===== config.mk =====
export PLATFORM = sky130hd
export DESIGN_NAME = weighted_rr_arbiter
export DESIGN_NICKNAME = d
export VERILOG_FILES = /design/src/rtl/weighted_rr_arbiter.sv
export SDC_FILE = /design/constraint.sdc
export NUM_CORES = 1
export LEC_CHECK = 0
export ABC_AREA = 1
export BUFFER_PORTS_ARGS = -buffer_cell sky130_fd_sc_hd__buf_4
export CORE_MARGIN = 2
export CORE_UTILIZATION = 56
export DETAILED_ROUTE_END_ITERATION = 12
export PLACE_DENSITY = 0.8
export SLEW_MARGIN = 20
export SYNTH_ARGS = -nofsm -noshare
export SYNTH_HDL_FRONTEND = slang
export SYNTH_SLANG_ARGS = --single-unit

===== constraint.sdc =====
create_clock -name clk -period 6.32 [get_ports clk]
set_input_delay 0.948 -clock clk [delete_from_list [all_inputs] [get_ports clk]]
set_output_delay 0.948 -clock clk [all_outputs]
set_load 0.005 [all_outputs]

===== src/rtl/weighted_rr_arbiter.sv =====
// ============================================================================
// Module      : weighted_rr_arbiter
// Description : N-way weighted round-robin arbiter with registered one-hot grant
// Revision    : 1.0 - initial release
// ============================================================================
`timescale 1ns/1ps
`default_nettype none

module weighted_rr_arbiter #(
  parameter  int N        = 4,
  parameter  int WEIGHT_W = 4,
  localparam int IDX_W    = (N > 1) ? $clog2(N) : 1
) (
  input  logic                  clk,
  input  logic                  rst,
  input  logic [N-1:0]          request,
  input  logic [N*WEIGHT_W-1:0] weight,
  output logic [N-1:0]          grant,
  output logic                  grant_valid,
  output logic [IDX_W-1:0]      grant_idx
);

  typedef enum logic [0:0] {
    IDLE  = 1'b0,
    GRANT = 1'b1
  } state_t;

  state_t              r_state, w_state_nxt;
  logic [IDX_W-1:0]    r_ptr, w_ptr_nxt;
  logic [IDX_W-1:0]    r_idx, w_idx_nxt;
  logic [WEIGHT_W-1:0] r_credit, w_credit_nxt;
  logic [N-1:0]        r_grant, w_grant_nxt;
  logic                r_valid, w_valid_nxt;

  logic [IDX_W-1:0]    w_idx_inc;
  logic [IDX_W-1:0]    w_arb_ptr;
  logic [IDX_W-1:0]    w_win_idx;
  logic [IDX_W:0]      w_sum;
  logic                w_found;
  logic [WEIGHT_W-1:0] w_win_wt;
  logic [N-1:0]        w_win_oh;
  logic                w_any;
  logic                w_release;

  assign w_any     = |request;
  assign w_idx_inc = (r_idx == IDX_W'(N - 1)) ? '0 : r_idx + IDX_W'(1);
  // While granting, the search already starts after the holder so a release
  // can hand over in the same edge.
  assign w_arb_ptr = (r_state == GRANT) ? w_idx_inc : r_ptr;
  assign w_release = (r_state == GRANT) &&
                     (!request[r_idx] || (r_credit == WEIGHT_W'(1)));

  always_comb begin
    w_win_idx = '0;
    w_found   = 1'b0;
    w_sum     = '0;
    for (int k = 0; k < N; k++) begin
      w_sum = {1'b0, w_arb_ptr} + (IDX_W+1)'(k);
      if (w_sum >= (IDX_W+1)'(N)) begin
        w_sum = w_sum - (IDX_W+1)'(N);
      end
      if (!w_found && request[w_sum[IDX_W-1:0]]) begin
        w_found   = 1'b1;
        w_win_idx = w_sum[IDX_W-1:0];
      end
    end
  end

  always_comb begin
    w_win_wt = '0;
    for (int i = 0; i < N; i++) begin
      if (w_win_idx == IDX_W'(i)) begin
        w_win_wt = weight[i*WEIGHT_W +: WEIGHT_W];
      end
    end
    // A zero weight still earns one beat.
    if (w_win_wt == '0) begin
      w_win_wt = WEIGHT_W'(1);
    end
  end

  assign w_win_oh = N'(1) << w_win_idx;

  always_comb begin
    w_state_nxt  = r_state;
    w_ptr_nxt    = r_ptr;
    w_idx_nxt    = r_idx;
    w_credit_nxt = r_credit;
    w_grant_nxt  = r_grant;
    w_valid_nxt  = r_valid;
    case (r_state)
      IDLE: begin
        if (w_any) begin
          w_state_nxt  = GRANT;
          w_grant_nxt  = w_win_oh;
          w_idx_nxt    = w_win_idx;
          w_credit_nxt = w_win_wt;
          w_valid_nxt  = 1'b1;
        end
      end
      GRANT: begin
        if (w_release) begin
          w_ptr_nxt = w_idx_inc;
          if (w_any) begin
            w_grant_nxt  = w_win_oh;
            w_idx_nxt    = w_win_idx;
            w_credit_nxt = w_win_wt;
            w_valid_nxt  = 1'b1;
          end else begin
            w_state_nxt  = IDLE;
            w_grant_nxt  = '0;
            w_idx_nxt    = '0;
            w_credit_nxt = '0;
            w_valid_nxt  = 1'b0;
          end
        end else begin
          w_credit_nxt = r_credit - WEIGHT_W'(1);
        end
      end
      default: begin
        w_state_nxt = IDLE;
        w_grant_nxt = '0;
        w_idx_nxt   = '0;
        w_valid_nxt = 1'b0;
      end
    endcase
  end

  always_ff @(posedge clk or negedge rst) begin
    if (!rst) begin
      r_state  <= IDLE;
      r_ptr    <= '0;
      r_idx    <= '0;
      r_credit <= '0;
      r_grant  <= '0;
      r_valid  <= 1'b0;
    end else begin
      r_state  <= w_state_nxt;
      r_ptr    <= w_ptr_nxt;
      r_idx    <= w_idx_nxt;
      r_credit <= w_credit_nxt;
      r_grant  <= w_grant_nxt;
      r_valid  <= w_valid_nxt;
    end
  end

  assign grant       = r_grant;
  assign grant_valid = r_valid;
  assign grant_idx   = r_idx;

endmodule

`default_nettype wire


==> results of run 1 <==
[registers in the layout (all words and copies together), names as in the netlist]
signal       count
grant_valid      1
r_ptr            2
grant            4
grant_idx        2
r_state          1
r_credit         4
[kinds of logic (layout without fill, tap and decap cells)]
group,count (synthesis),after routing
DFF,14,14
adders and majority gates,3,3
AOI/OAI and AO/OA,29,29
and+or+nand+nor,121,121
buffers and inverters,27,57
xor gates and xnor gates,2,2
[through the flow]
stage / hold WS [ns] / area (sq um) / worst slack, ns / cells / utilization, %
4_1_cts: 0.490 / 1550 / 3.46 / 254 / 70.2
5_1_grt: 0.493 / 1550 / 3.11 / 254 / 70.2
3_3_place_gp: 0.460 / 1520 / 3.64 / 250 / 68.6
6_report: 0.487 / 1550 / 3.46 / 254 / 70.2
2_1_floorplan: 0.465 / 1300 / 4.00 / 196 / -
3_5_place_dp: 0.471 / 1520 / 3.49 / 250 / 68.6
[layout by cell type (no fill, tap or decap), types with 2 or more instances in the layout]
cell type,instances
sky130_fd_sc_hd__clkbuf_4,3
sky130_fd_sc_hd__ha_1,3
sky130_fd_sc_hd__nand2_4,3
sky130_fd_sc_hd__nor2_1,12
sky130_fd_sc_hd__buf_4,28
sky130_fd_sc_hd__nand3_2,3
sky130_fd_sc_hd__dfrtp_1,14
sky130_fd_sc_hd__a21oi_2,2
sky130_fd_sc_hd__a21oi_1,9
sky130_fd_sc_hd__xor2_1,2
sky130_fd_sc_hd__nand4_1,2
sky130_fd_sc_hd__inv_1,22
sky130_fd_sc_hd__o31ai_1,3
sky130_fd_sc_hd__o21ai_0,10
sky130_fd_sc_hd__nand3_1,30
sky130_fd_sc_hd__inv_2,2
sky130_fd_sc_hd__nor2_2,5
sky130_fd_sc_hd__a22oi_1,2
sky130_fd_sc_hd__nand2_1,56
sky130_fd_sc_hd__nand2_2,6
[per-layer routing]
metal	part of all wire, %	routed length (um)	up-vias	global-route usage (%)
met5	0	0	-	0
met4	2.6	78	0	12.8
met3	3.7	112	9	1.71
met2	50	1500	37	44.1
met1	44	1320	598	30.9
li1	-	-	710	-
[cell type report]
cell class              instances  share of cell area [%]
repair buffers                 28                    13.5
clock buffers                   4                    2.33
inverters                      25                    6.20
flip-flops and latches         14                    22.5
multi-input cells             155                    53.1
well taps                      28                    2.25
[worst paths after layout]
| kind | from | end | slack (ns) |
|---|---|---|---|
| setup reg to reg | grant_idx[0]$_DFFE_PN0P_ | r_credit[0]$_DFFE_PN0P_ | 3.46 |
| max in group asynchronous | rst | grant_valid$_DFFE_PN0P_ | 5.66 |
| setup / recovery | grant_idx[0]$_DFFE_PN0P_ | r_credit[0]$_DFFE_PN0P_ | 3.46 |
| hold reg to reg | grant_valid$_DFFE_PN0P_ | grant_valid$_DFFE_PN0P_ | 0.49 |
| hold / removal | rst | r_credit[2]$_DFFE_PN0P_ | 0.49 |
| min in group clk | grant_valid$_DFFE_PN0P_ | grant_valid$_DFFE_PN0P_ | 0.49 |
==> impl_summary.log, run 1 <==
[metrics] status: finished clean
[metrics] parity-gate share of the synthesized area counting xor and xnor cells: 1.34%
[metrics] clock transition at the registers of the reported paths: ~0.090 ns
[metrics] post-detailed-route DRC marker count: 0
[metrics] peak fanout along the critical path: 11
[metrics] final setup skew: 0.00634 ns
[metrics] net count after synthesis: 221
[metrics] portion of netlist area occupied by mux cells: 0%
[metrics] top area cells in the synthesized netlist: sky130_fd_sc_hd__dfrtp_1, sky130_fd_sc_hd__nand2_1, sky130_fd_sc_hd__nand3_1, sky130_fd_sc_hd__inv_1, sky130_fd_sc_hd__o21ai_0
[metrics] Netlist Area Pre-Place: 1300 sq um
[metrics] insertion delay of the later-clocked pin in the worst-skew pair: 0.28 ns
[metrics] sequential-to-total area share from yosys stat: a little over a quarter
[metrics] number of core rows: 17
[metrics] pin count of the biggest net entering global routing: 15
[metrics] RSZ-0062 raised after global routing: false
[metrics] fill cell instance count of the final layout: 192
[metrics] global-route wire length before repair: 5130 um
[metrics] final number of setup-violating endpoints: 0
[metrics] dominant cell type by count on the critical path: sky130_fd_sc_hd__nand2_1
[metrics] buffer and inverter count on the worst path: 1
[metrics] worst min-delay path class: in2async
[metrics] routed len/inst: 11.9 um
[metrics] Final GP Congestion: ~0.85
[metrics] EDFF count, synth: 0
[metrics] worst r2r path cells: 19
[metrics] detailed router's first-iteration violation count: 33
[metrics] cell chosen for the clock root: sky130_fd_sc_hd__clkbuf_4
[metrics] commonest cells in the synthesized netlist: sky130_fd_sc_hd__nand2_1, sky130_fd_sc_hd__nand3_1, sky130_fd_sc_hd__inv_1
[metrics] DR vias/cell: 5.33
[metrics] number of input and output port buffers inserted: 28
[metrics] number of distinct library cells after synthesis: 28
[metrics] count of antenna-violating nets left after detailed routing: 0
[metrics] # Post-CTS Setup Buffers: 0
[metrics] number of stages on the worst setup path: 19
[metrics] Multi-input gate area: ~830 sq um
[metrics] aggregate routed wire length: 3010 um
[metrics] worst-margin pin slew: between 0.5 and 0.6 ns
[metrics] arrival time at the worst endpoint: 3.04 ns
[metrics] final hold violation count: 0
[metrics] via count of the first global-routing pass: ~1,200
[metrics] worst relative slew slack: between 60% and 70%
[metrics] Post-synth top flop: sky130_fd_sc_hd__dfrtp_1
[metrics] total count of max-transition violations in the final report: 0
[metrics] Yosys warnings: 0
[metrics] cts bufs inserted: 3
[metrics] area share of and/or/nand/nor cells after synthesis: 45.4%
[metrics] cell type with the largest total area after synthesis: sky130_fd_sc_hd__dfrtp_1
[metrics] Via Count: around 1,400
[metrics] Detailed Place HPWL: between 2000 and 2500 um
[metrics] detailed-router iteration count before antenna repair: 4
[metrics] critical path's top delay family: simple AND/OR/NAND/NOR gates
[metrics] overall overflow remaining after global route: 0
[metrics] portion of synthesized cell area occupied by the leading cell type: a little over a quarter
[metrics] WS Path Type: reg2reg
[metrics] CTS tree: yes
[metrics] Critical Path Slowest Stage Cell: sky130_fd_sc_hd__dfrtp_1
[metrics] fin crit share: a little under half
[metrics] FF+latch count, synth: 14
[metrics] setup tns final: 0 ns
[metrics] number of H-tree levels: 1
[metrics] final net count: roughly 250
[metrics] slowest stage delay, CP: around 0.45 ns
[metrics] Starting Density: around three fifths
[metrics] I/O pin count: 29
[metrics] Vert. Die Dim: roughly 52 um
[metrics] n_diodes: 0
[metrics] initial antenna violation count: 0
[metrics] crit-path cells: ha_1 > nor2_1 > nand2_1 > nand2_4 > nand2_1 > nand3_1 > nand2_1 > nor2_2 > nand2_2 > nand2_2 > nand2_4 > nor2_2 > inv_2 > nor2_1 > nor2_1 > nand3_1 > nand2_1 > nand2_1 > a21oi_2
[metrics] Period minus WS final: 2.86 ns
[metrics] clock buffer depth: 2
[metrics] synthesized-area fraction occupied by ao, oa, aoi and oai cells: between 10 and 15%
[metrics] global router's overall resource usage: between 20% and 30%
[metrics] layout overhead on the synthesized area: 19.2%
[metrics] Async S/R FF share, synth: 100%
[metrics] required time at the worst-slack endpoint: roughly 6.5 ns
[metrics] total of hold buffers inserted after clock tree synthesis: 0
[metrics] crit path launch type: flip-flop
[metrics] f_max: between 0.3 and 0.4 GHz
[metrics] dominant combinational cell family by area after synthesis: simple AND/OR/NAND/NOR gates
[metrics] Seq. cell area: approximately 350 sq um
[metrics] number of maximum-capacitance violations: 0
[metrics] Floorplan Core Area: roughly 2200 sq um
[metrics] Syn Area/Cell: ~6.7 sq um
[metrics] number of clock sinks seen by CTS: 14
[metrics] Mapped Cells: about 200
[metrics] die boundary width: roughly 52 um
[metrics] area of the die: ~2700 sq um
[metrics] Worst setup EP type: flip-flop
[metrics] adder and majority gate portion of the synthesized area: 2.88%
[metrics] fraction of final layout cells sized beyond drive strength 1: between 20% and 30%
[metrics] number of instances resized during post-cts repair: 0
[metrics] leading cell type by number of instances after synthesis: sky130_fd_sc_hd__nand2_1
Power of run 1 is not shown: default switching activity piles up to over one toggle a cycle in this logic, so the estimate is an artifact.
==> run 2, diff against run 1 <==
--- a/config.mk
+++ b/config.mk
@@ -8,9 +8,9 @@
 export ABC_AREA = 1
 export BUFFER_PORTS_ARGS = -buffer_cell sky130_fd_sc_hd__buf_4
 export CORE_MARGIN = 2
-export CORE_UTILIZATION = 56
+export CORE_UTILIZATION = 49
 export DETAILED_ROUTE_END_ITERATION = 12
-export PLACE_DENSITY = 0.8
+export PLACE_DENSITY = 0.74
 export SLEW_MARGIN = 20
 export SYNTH_ARGS = -nofsm -noshare
 export SYNTH_HDL_FRONTEND = slang
==> constraint.sdc (replaced) <==
create_clock -name clk -period 2.5 [get_ports clk]
set_input_delay 0.375 -clock clk [delete_from_list [all_inputs] [get_ports clk]]
set_output_delay 0.375 -clock clk [all_outputs]
set_load 0.005 [all_outputs]
==> run 2 against run 1 <==
Clock-buffer cell count is the same. Non-clock buffer count grew 14. Sequential share of layout area shrank 4.3 points. Maximum frequency grew 17%. Register-to-register slack lost 3.4 ns. Flip-flop and latch count is the same. Critical endpoint unchanged. Highest routed layer unchanged.
==> impl_summary.log, run 2 (synthesis gave the netlist of run 1 again) <==
[metrics] Final GP Congestion: 0.974 (+15%)
[metrics] worst min-delay path class: in2reg
[metrics] crit path launch type: flip-flop
[metrics] die boundary width: 55.6 um (+6.4%)
[metrics] Period minus WS final: 2.45 ns (-0.412 ns)
[metrics] pin count of the biggest net entering global routing: 15 (unchanged)
[metrics] area of the die: 3090 sq um (+13%)
[metrics] peak fanout along the critical path: 5 (-6)
[metrics] dominant cell type by count on the critical path: sky130_fd_sc_hd__nor2_4
[metrics] Starting Density: 52.2% (-6.8 points)
[metrics] minimum hold slack: 0.396 ns (-0.0910 ns)
[metrics] DR vias/cell: 5.62 (+5.4%)
[metrics] WS Path Type: reg2reg
[metrics] detailed-router iteration count before antenna repair: 5 (+1)
[metrics] fin crit share: 97.8% (+53 points)
[metrics] number of maximum-capacitance violations: 0 (unchanged)
[metrics] met3 global-route usage: 0.698% (-1.0 points)
[metrics] met1 Track Usage GR: 29.7% (-1.2 points)
[metrics] insertion delay of the later-clocked pin in the worst-skew pair: 0.27 ns (about the same)
[metrics] number of clock sinks seen by CTS: 14 (unchanged)
[metrics] final number of setup-violating endpoints: 0 (unchanged)
[metrics] aggregate routed wire length: 4020 um (+34%)
[metrics] detailed router's first-iteration violation count: 152 (+360%)
[metrics] clock buffer depth: 2 (unchanged)
[metrics] met2 track demand over resource: 39.5% (-4.6 points)
[metrics] most common cell after layout, fill and taps aside: sky130_fd_sc_hd__buf_4
[metrics] total count of max-transition violations in the final report: 0 (unchanged)
[metrics] count of antenna-violating nets left after detailed routing: 0 (unchanged)
[metrics] CTS tree: yes
[metrics] worst setup slack after layout: 0.0540 ns (-3.41 ns)
[metrics] final non-filler cell area: 1930 sq um (+24%)
[metrics] global router's overall resource usage: 22.9% (-2.3 points)
[metrics] layout overhead on the synthesized area: 48.0%
[metrics] DP Area: 1570 sq um (+3.1%)
[metrics] fraction of final layout cells sized beyond drive strength 1: 43.0% (+18 points)
[metrics] Worst R2R Setup Slack: 0.05 ns (-3.41 ns)
[metrics] initial antenna violation count: 0 (unchanged)
[metrics] number of input and output port buffers inserted: 28 (unchanged)
[metrics] I/O pin count: 29 (unchanged)
[metrics] Via Count: 1,528 (+13%)
[metrics] Critical Path Slowest Stage Cell: sky130_fd_sc_hd__dfrtp_1
[metrics] number of core rows: 18 (+1)
[metrics] required time at the worst-slack endpoint: 2.67 ns (-3.83 ns)
[metrics] via count of the first global-routing pass: 1,369 (+10%)
[metrics] Vert. Die Dim: 55.6 um (+6.4%)
[metrics] most utilized layer in the global route result: met2
[metrics] worst relative slew slack: 62.4% (-0.33 points)
[metrics] cts bufs inserted: 3 (unchanged)
[metrics] worst-margin pin slew: 0.559 ns (+0.00113 ns)
[metrics] global-route wire length before repair: 5800 um (+13%)
[metrics] clock transition at the registers of the reported paths: 0.09 ns (about the same)
[metrics] RSZ-0062 raised after global routing: true
[metrics] overall overflow remaining after global route: 0 (unchanged)
[metrics] slowest stage delay, CP: 0.42 ns (-0.03 ns)
[metrics] Floorplan Core Area: 2500 sq um (+13%)
[metrics] Worst setup EP type: flip-flop
[metrics] dpl ws: 0.0154 ns (-3.47 ns)
[metrics] f_max: 0.409 GHz (+17%)
[metrics] cell chosen for the clock root: sky130_fd_sc_hd__clkbuf_4
[metrics] arrival time at the worst endpoint: 2.61 ns (-0.43 ns)
[metrics] final setup skew: 0.00150 ns (-0.00484 ns)
[metrics] final net count: 268 (+6.3%)
[metrics] fin util: 77.2% (+6.9 points)
[metrics] crit-path cells: ha_4 > nor2_4 > nand2_4 > buf_6 > nand3_1 > nand2_2 > nand2_4 > nand2_4 > nor2_4 > nand2_4 > nor2_4 > nor2_4 > nor2_4 > inv_2 > nor2_2 > nor2_1 > nand3_1 > nand2_1 > nand2_2 > a21oi_2
[metrics] n_diodes: 0 (unchanged)
[metrics] number of H-tree levels: 1 (unchanged)
[metrics] Detailed Place HPWL: 2610 um (+4.8%)
[metrics] final hold violation count: 0 (unchanged)
[metrics] routed len/inst: 14.8 um (+25%)
[metrics] most used cells in the layout excluding fill and tap cells: sky130_fd_sc_hd__buf_4, sky130_fd_sc_hd__nand2_1, sky130_fd_sc_hd__nand3_1
[metrics] post-detailed-route DRC marker count: 0 (unchanged)
[metrics] status: finished clean
==> run 2: cell count changes in the layout (fill, tap and decap cells not counted), moves of 5 or more <==
| cell | previous run | this run |
|---|---|---|
| sky130_fd_sc_hd__nand2_1 | 56 | 35 |
| sky130_fd_sc_hd__nand3_1 | 30 | 25 |
| sky130_fd_sc_hd__buf_4 | 28 | 38 |
| sky130_fd_sc_hd__nand2_2 | 6 | 16 |
| sky130_fd_sc_hd__nor2_4 | 1 | 6 |
| sky130_fd_sc_hd__nand2_4 | 3 | 12 |
==> run 2: final timing paths <==
check | from | cells past startpoint | endpoint
max | grant_idx[1]$_DFFE_PN0P_ | 20 | r_credit[0]$_DFFE_PN0P_
min | request[1] | 3 | r_state$_DFF_PN0_
max reg2reg | grant_idx[1]$_DFFE_PN0P_ | 20 | r_credit[0]$_DFFE_PN0P_
min reg2reg | grant_valid$_DFFE_PN0P_ | 2 | grant_valid$_DFFE_PN0P_
max in group asynchronous | rst | 2 | r_state$_DFF_PN0_
min in group asynchronous | rst | 2 | r_credit[1]$_DFFE_PN0P_
==> run 2: per-layer routing <==
metal | wire (um) | share of wire, %
met4 | 63 | 1.6
met2 | 2100 | 52
met1 | 1660 | 41
met5 | 0 | 0
met3 | 202 | 5.0
==> run 2: repair_timing <==
action,CTS,global route
setup endpoints to repair,1,6
endpoints found under the hold margin,14,0
hold buffers,1,0
buffers inserted,0,7
resized for setup,1,60
gates cloned,0,2
pin swaps,0,22
==> run 2: critical path: cells and delay by family, from the launching register on <==
family	cells	cell delay (ns)
AOI/OAI and AO/OA	1	0.04
adders and majority gates	1	0.19
buffers and inverters	2	0.21
DFF	1	0.42
and+or+nand+nor	16	1.50
==> run 2: final cells by class <==
class                   instances  area [sq um]
clock buffers                   4          36.3
flip-flops and latches         14           352
inverters                      25           101
fillers                       179           571
well taps                      30          37.5
multi-input cells             157          1070
repair buffers                 42           329
==> run 2: through the flow <==
stage	instances	setup TNS [ns]
after global routing	272	-0.190
final	272	0
after CTS	263	0
after global placement	258	0
after detailed placement	258	0
after floorplan	196	0
Power of run 2 is left out for the same reason.
